<file path="src/rtl/sm_fixed_point_encoder.sv">
// ---------------------------------------------------------------------------
// sm_fixed_point_encoder
//
// Purpose:
//   Converts signed two's-complement accumulator results into the 12-bit
//   S1.5.6 sign-magnitude format consumed by the tanh comparator and
//   segment-select logic.
//     bit 11     sign
//     bits 10:6  integer part
//     bits 5:0   fraction
//   The conversion is a two-stage valid/ready pipeline:
//     S1 registers the sign and the absolute value of the input word.
//     S2 rounds half away from zero to 6 fractional bits, saturates the
//        magnitude to 0x7FF and registers the sign-magnitude result.
//   Every saturated result accepted downstream bumps a saturating counter.
//
// Parameters:
//   IN_W     input word width (two's complement)
//   IN_FRAC  input fractional bits, must be >= 7 so the rounding bit exists
//   CNT_W    width of the saturation event counter
//
// Ports:
//   clk        clock, all state updates on the rising edge
//   rst        asynchronous active-high reset
//   in_data    signed input word with IN_FRAC fractional bits
//   in_valid   in_data is valid
//   in_ready   block can accept in_data this cycle (combinational)
//   out_data   S1.5.6 sign-magnitude result
//   out_sat    out_data was saturated (qualified by out_valid)
//   out_valid  out_data/out_sat are valid
//   out_ready  downstream accepts out_data
//   sat_count  number of saturated results accepted downstream
//   sat_clr    synchronous clear of sat_count, wins over an increment
// ---------------------------------------------------------------------------
module sm_fixed_point_encoder #(
  parameter int IN_W    = 24,
  parameter int IN_FRAC = 12,
  parameter int CNT_W   = 16
) (
  input  logic             clk,
  input  logic             rst,
  input  logic [IN_W-1:0]  in_data,
  input  logic             in_valid,
  output logic             in_ready,
  output logic [11:0]      out_data,
  output logic             out_sat,
  output logic             out_valid,
  input  logic             out_ready,
  output logic [CNT_W-1:0] sat_count,
  input  logic             sat_clr
);

  // Right shift that drops the input fraction down to 6 bits.
  localparam int SH = IN_FRAC - 6;

  // Largest magnitude the 5.6 field can represent.
  localparam logic [IN_W:0] MAG_MAX = (IN_W+1)'(2047);

  // Stage 1 state
  logic            s1_valid_q, s1_valid_d;
  logic            s1_sign_q,  s1_sign_d;
  logic [IN_W-1:0] s1_mag_q,   s1_mag_d;

  // Stage 2 / output state
  logic             out_valid_q, out_valid_d;
  logic [11:0]      out_data_q,  out_data_d;
  logic             out_sat_q,   out_sat_d;
  logic [CNT_W-1:0] sat_count_q, sat_count_d;

  // Handshake enables
  logic s2_en;
  logic s1_en;
  logic in_xfer;
  logic out_xfer;

  // Datapath intermediates
  logic            in_sign;
  logic [IN_W-1:0] in_mag;
  logic [IN_W:0]   q_full;
  logic            q_sat;
  logic [10:0]     q_mag;
  logic            q_sign;

  // Absolute value of the input. The unsigned IN_W-bit negation of the most
  // negative word yields 2^(IN_W-1), which is the correct magnitude, so no
  // wrap to a negative value can occur once the result is treated as unsigned.
  always_comb begin
    in_sign = in_data[IN_W-1];
    in_mag  = in_data;
    if (in_sign) begin
      in_mag = (~in_data) + IN_W'(1);
    end
  end

  // Round half away from zero on the magnitude, one bit wider than the
  // magnitude so the rounding carry out of the top bit is never lost.
  // A negative value that rounds to zero must not produce 0x800, so the
  // sign bit is qualified by a non-zero magnitude.
  always_comb begin
    q_full = ({1'b0, s1_mag_q} >> SH) + (IN_W+1)'(s1_mag_q[SH-1]);
    q_sat  = (q_full > MAG_MAX);
    q_mag  = q_sat ? 11'h7FF : q_full[10:0];
    q_sign = s1_sign_q && (q_mag != 11'd0);
  end

  // Pipeline control and next-state computation. S2 can advance when it is
  // empty or being drained; S1 can advance when it is empty or S2 advances.
  always_comb begin
    s2_en    = !out_valid_q || out_ready;
    s1_en    = !s1_valid_q || s2_en;
    in_xfer  = in_valid && s1_en;
    out_xfer = out_valid_q && out_ready;

    s1_valid_d  = s1_valid_q;
    s1_sign_d   = s1_sign_q;
    s1_mag_d    = s1_mag_q;
    out_valid_d = out_valid_q;
    out_data_d  = out_data_q;
    out_sat_d   = out_sat_q;
    sat_count_d = sat_count_q;

    if (s1_en) begin
      s1_valid_d = in_valid;
    end
    if (in_xfer) begin
      s1_sign_d = in_sign;
      s1_mag_d  = in_mag;
    end

    if (s2_en) begin
      out_valid_d = s1_valid_q;
      if (s1_valid_q) begin
        out_data_d = {q_sign, q_mag};
        out_sat_d  = q_sat;
      end
    end

    if (sat_clr) begin
      sat_count_d = '0;
    end else if (out_xfer && out_sat_q && (sat_count_q != '1)) begin
      sat_count_d = sat_count_q + CNT_W'(1);
    end
  end

  always_ff @(posedge clk or posedge rst) begin
    if (rst) begin
      s1_valid_q  <= 1'b0;
      s1_sign_q   <= 1'b0;
      s1_mag_q    <= '0;
      out_valid_q <= 1'b0;
      out_data_q  <= 12'h000;
      out_sat_q   <= 1'b0;
      sat_count_q <= '0;
    end else begin
      s1_valid_q  <= s1_valid_d;
      s1_sign_q   <= s1_sign_d;
      s1_mag_q    <= s1_mag_d;
      out_valid_q <= out_valid_d;
      out_data_q  <= out_data_d;
      out_sat_q   <= out_sat_d;
      sat_count_q <= sat_count_d;
    end
  end

  assign in_ready  = s1_en;
  assign out_data  = out_data_q;
  assign out_sat   = out_sat_q;
  assign out_valid = out_valid_q;
  assign sat_count = sat_count_q;

endmodule

</file>
<file path="config.mk">
export PLATFORM = sky130hd
export DESIGN_NAME = sm_fixed_point_encoder
export DESIGN_NICKNAME = d
export VERILOG_FILES = /design/src/rtl/sm_fixed_point_encoder.sv
export SDC_FILE = /design/constraint.sdc
export NUM_CORES = 1
export LEC_CHECK = 0
export CAP_MARGIN = 10
export CORE_UTILIZATION = 52
export CTS_BUF_LIST = sky130_fd_sc_hd__clkbuf_16
export DETAILED_ROUTE_END_ITERATION = 8
export GPL_ROUTABILITY_DRIVEN = 0
export PLACE_DENSITY = 0.82
export SKIP_CTS_REPAIR_TIMING = 1
export SLEW_MARGIN = 20
export SYNTH_ARGS = -nofsm -noshare
export SYNTH_HDL_FRONTEND = slang
export SYNTH_SLANG_ARGS = --single-unit
export TNS_END_PERCENT = 5
</file>
<file path="constraint.sdc">
create_clock -name clk -period 2.7 [get_ports clk]
set_input_delay 0.54 -clock clk [delete_from_list [all_inputs] [get_ports clk]]
set_output_delay 0.54 -clock clk [all_outputs]
set_load 0.03 [all_outputs]
</file>
# Yosys cells after proc, flatten, opt, wreduce, memory -nomap -nowiden
# Cells that the tools add are included.
dict set report word_totals {
  wordCells 29
  output_inout_bits 31
  regBits 56
  inputBits 29
}
dict set report classes {
  n_lt_le_gt_ge 1
  n_reduce_logical 12
  eq_ne 1
  n_bitwise 1
  add_sub_neg 3
  n_mux 4
}
# cell n
set ops {}
lappend ops {{16-bit 2-to-1 mux} 2}
lappend ops {{24-bit by 1-bit adder with 24-bit output (second input constant)} 1}
lappend ops {{24-bit 2-to-1 mux} 1}
lappend ops {{24-bit NOT} 1}
lappend ops {{18-bit by 1-bit adder with 19-bit output} 1}
lappend ops {{19-bit by 11-bit greater-than comparator with 1-bit output (second input constant)} 1}
lappend ops {{16-bit by 1-bit adder with 16-bit output (second input constant)} 1}
lappend ops {{16-bit inequality test (second input constant)} 1}
lappend ops {{11-bit 2-to-1 mux} 1}
lappend ops {{11-bit nonzero test} 1}
lappend ops {{1-bit logical AND} 5}
lappend ops {{1-bit zero test} 2}
lappend ops {{1-bit logical OR} 2}
lappend ops {{2-bit AND reduction} 1}
lappend ops {{2-bit nonzero test} 1}

# Longest topological paths before layout
dict set report logic_depth {
  depth_word 5
  mapped_depth 8
  ltp_nobuf 7
}

# Worst setup path before layout
# Ideal clock, no wire load.
dict set report synth_timing {
  kind {input to register}
  from {input in_data[4]}
  to {register s1_mag_q[14]}
  setup_slack_ns 0.301
  t_arrival_ns 2.267
  stages 7
  required_time_ns 2.568
  setup_time_ns 0.132
  n_path_buf 2
  cell_sequence {or4_4 -> or4_4 -> buf_6 -> buf_6 -> o31ai_4 -> xor2_1 -> o21ai_1}
}
dict set report synth_via {
  elab_chain_len 3
}
# element line_no
set synth_lines {}
lappend synth_lines {{start, declared} 42} ;# input logic [IN_W-1:0] in_data,
lappend synth_lines {{24-bit NOT} 91} ;# in_mag = (~in_data) + IN_W'(1);
lappend synth_lines {{24-bit by 1-bit adder with 24-bit output} 91}
lappend synth_lines {{24-bit 2-to-1 mux} 90} ;# if (in_sign) begin
lappend synth_lines {{end signal, assigned} 157} ;# s1_mag_q <= s1_mag_d;
lappend synth_lines {{end, declared} 62} ;# logic [IN_W-1:0] s1_mag_q, s1_mag_d;
# Every way passes these cells.
# A chain may end at the register's enable or synchronous reset.

# Worst setup path after layout
dict set report layout_timing {
  from {input in_data[4]}
  to {register s1_mag_q[21]}
}
# Same word-level chain as after synthesis.

==> results.yml <==
floorplan:
  dieWidth_um: 77.87
  rows: 27
  start_util_pct: 54.02
  die_h_um: 77.87
  core_um2: 5540
  die_area_um2: 6063
  io-pin-count: 60
cts:
  tritoncts: "yes"
  clockBufferDepth: 2
  numCtsBuffers: 5
  cts_sinks: 51
  cts_htree_levels: 2
  clock_latency_ns: 0.29
  clkTransAtPathRegs_ns: 0.07
  clock-root-buffer: "clkbuf_16"
critical_path:
  crit_arrival_ns: 2.68
  critPathCaptureType: "flop"
  reg2reg_depth: 7
  critPathKind: "input port to flop"
  cp_max_fo: 12
  reg2reg_setup_slack_ns: 0.35
  start_kind: "input port"
  r2r_end: "out_data[11]$_DFFE_PP0P_"
  cp.required_ns: 2.87
  r2r-start: "s1_mag_q[5]$_DFFE_PP0P_"
grt:
  grt_usage_pct: 22.39
  grt_pass1_wl_mm: 10.76
  antenna_found_initial: 0
  grt_pass1_vias: 2396
  grt_max_degree: 39
  overflow: 0
worst_hold_path:
  min_to: "out_valid$_DFFE_PP0P_"
  hp-class: "flop to flop"
  hold_depth: 1
  hold_start: "s1_valid_q$_DFFE_PP0N_"
layout:
  fillCellCount: 447
  syn_to_final_growth_pct: 28.85
  diodes: 0
  final_cell_mix: "clkdlybuf4s50_1 (59), dfrtp_1 (51), nor2_1 (37), nand2_1 (32), xor2_1 (27)"
  drive_gt1_share_pct: 8.101
  fin_area_um2: 3856
  fin_nets: 426
  layout.area.seq_um2: 1276
  mostFrequentLayoutCell: "clkdlybuf4s50_1"
  multi_input_area_um2: 1610
run_status:
  status: "finished clean"
sta:
  timing.final.crit_period_ns: 2.511
  worst_slew_pin_slew_ns: 0.5606
  rsz0062_at_grt: "no"
  max_freq_mhz: 398.2
  fin_crit_sh_pct: 93.00
  fin_worst_skew_ns: 0.007411
  maxSlewHeadroom_pct: 62.58
  finalSetupViolations: 0
  report.final.slew_viol_count: 0
  hold_viol: 0
routing:
  via_per_inst: 5.653
  post_drt_wl_per_cell_um: 13.47
  vias: 2640
  routed_wl_mm: 6.291
  first_pass_iters: 4
  drc: 0
  ant_nets: 0
  drt_iter0_markers: 136
logic_synthesis:
  ys.flop_type: "dfrtp_1"
  ys_seq_area_share_pct: 42.64
  ys_seq_elements: 51
  yosys_warnings: 0
  syn_area_um2: 2993
  async_reset_ff_share_pct: 100.0
  syn_area_per_cell_um2: 9.015
  synthMuxAreaShare_pct: 1.714
  yosysUniqueCellTypes: 48
  syn_nets: 364
  synthXorXnorAreaFrac_pct: 12.00
  synth_fa_ha_area_share_pct: 1.254
  synth_compound_area_share_pct: 14.34
  synth_top_family_by_area: "simple AND/OR/NAND/NOR gates"
  netlist_instances: 332
  synth-simple-area-share_pct: 24.50
  synth_edf_count: 0
placement:
  port_buffers: 59
  hpwl_mm: 4.724
  place_area_um2: 3715
pwr:
  finalPower_mw: 1.982
  vdd_drop_max_uv: 304.5
  p_leak_nw: 1.470
  p_per_area_nw_per_um2: 514.0
job:
  max-cap-violations: 0
-- cell families after synthesis --
group,after synthesis
simple gates,144
compound gates,64
flops,51
xor+xnor,41
buf+inv,24
mux,5
fa+ha+maj,3
-- critical path: stages --
cell	delay [ns]
clkdlybuf4s50_1	0.40
or4_4	0.53
or4_4	0.61
buf_4	0.19
o21ai_1	0.16
xor2_1	0.18
o21ai_1	0.07
-- registers in the layout (all words and copies together), names as in the netlist --
name,count
s1_sign_q,1
out_sat,1
out_data,12
sat_count,16
s1_valid_q,1
s1_mag_q,19
out_valid,1
-- worst max path at each step --
stage / start / end / slack (ns)
2_1_floorplan: in_data[4] / s1_mag_q[14]$_DFFE_PP0P_ / 0.30
3_3_place_gp: in_data[4] / s1_mag_q[19]$_DFFE_PP0P_ / -0.09
3_5_place_dp: in_data[4] / s1_mag_q[21]$_DFFE_PP0P_ / -0.13
4_1_cts: in_data[4] / s1_mag_q[21]$_DFFE_PP0P_ / 0.18
5_1_grt: in_data[4] / s1_mag_q[19]$_DFFE_PP0P_ / 0.09
6_report: in_data[4] / s1_mag_q[21]$_DFFE_PP0P_ / 0.19
-- cell usage after synthesis, types with 5 or more instances --
cell type	count	area, µm²
o21ai_1	19	95.09
nor3_1	14	70.07
dfrtp_1	51	1276
clkbuf_1	16	60.06
and2_1	5	31.28
nand2_1	32	120.1
xor2_1	27	236.5
xnor2_1	14	122.6
nand3_1	13	65.06
nand4_1	8	50.05
and4_1	5	43.79
a21oi_1	6	30.03
o31ai_1	5	37.54
and3_1	5	31.28
nor2_1	37	138.9
a31oi_1	9	56.30
o21ai_0	11	55.05
-- per-layer routing --
layer / share of wire [%] / GRT usage [%] / wire length (µm)
met5: 0 / 0 / 0
met3: 4.2 / 2.588 / 262
met2: 48 / 37.08 / 3023
met1: 46 / 30.42 / 2918
met4: 1.4 / 7.547 / 87
-- per-stage QoR --
stage	hold slack [ns]	TNS (ns)	cells	worst slack [ns]	util, %
2_1_floorplan	0.4490	0	332	0.3009	-
3_3_place_gp	0.4544	-0.4501	459	-0.08714	67.05
3_5_place_dp	0.4724	-0.7625	459	-0.1264	67.05
5_1_grt	0.5217	0	467	0.09073	69.60
4_1_cts	0.5017	0	467	0.1766	69.60
6_report	0.5032	0	467	0.1889	69.60
-- power breakdown --
part           total [mW]  switching, mW  internal (mW)
clock network       0.610          0.271          0.339
logic               0.449          0.240          0.209
registers           0.923         0.0880          0.835
-- cell type report --
type                            instances  area share, %
Tap cell                               72          2.336
Inverter                                4         0.3894
Timing Repair Buffer                   75          18.75
Clock buffer                            5          3.245
Sequential cell                        51          33.10
Clock inverter                          3         0.4218
Multi-Input combinational cell        257          41.76
No activity file was read; power rests on OpenSTA's default activity.
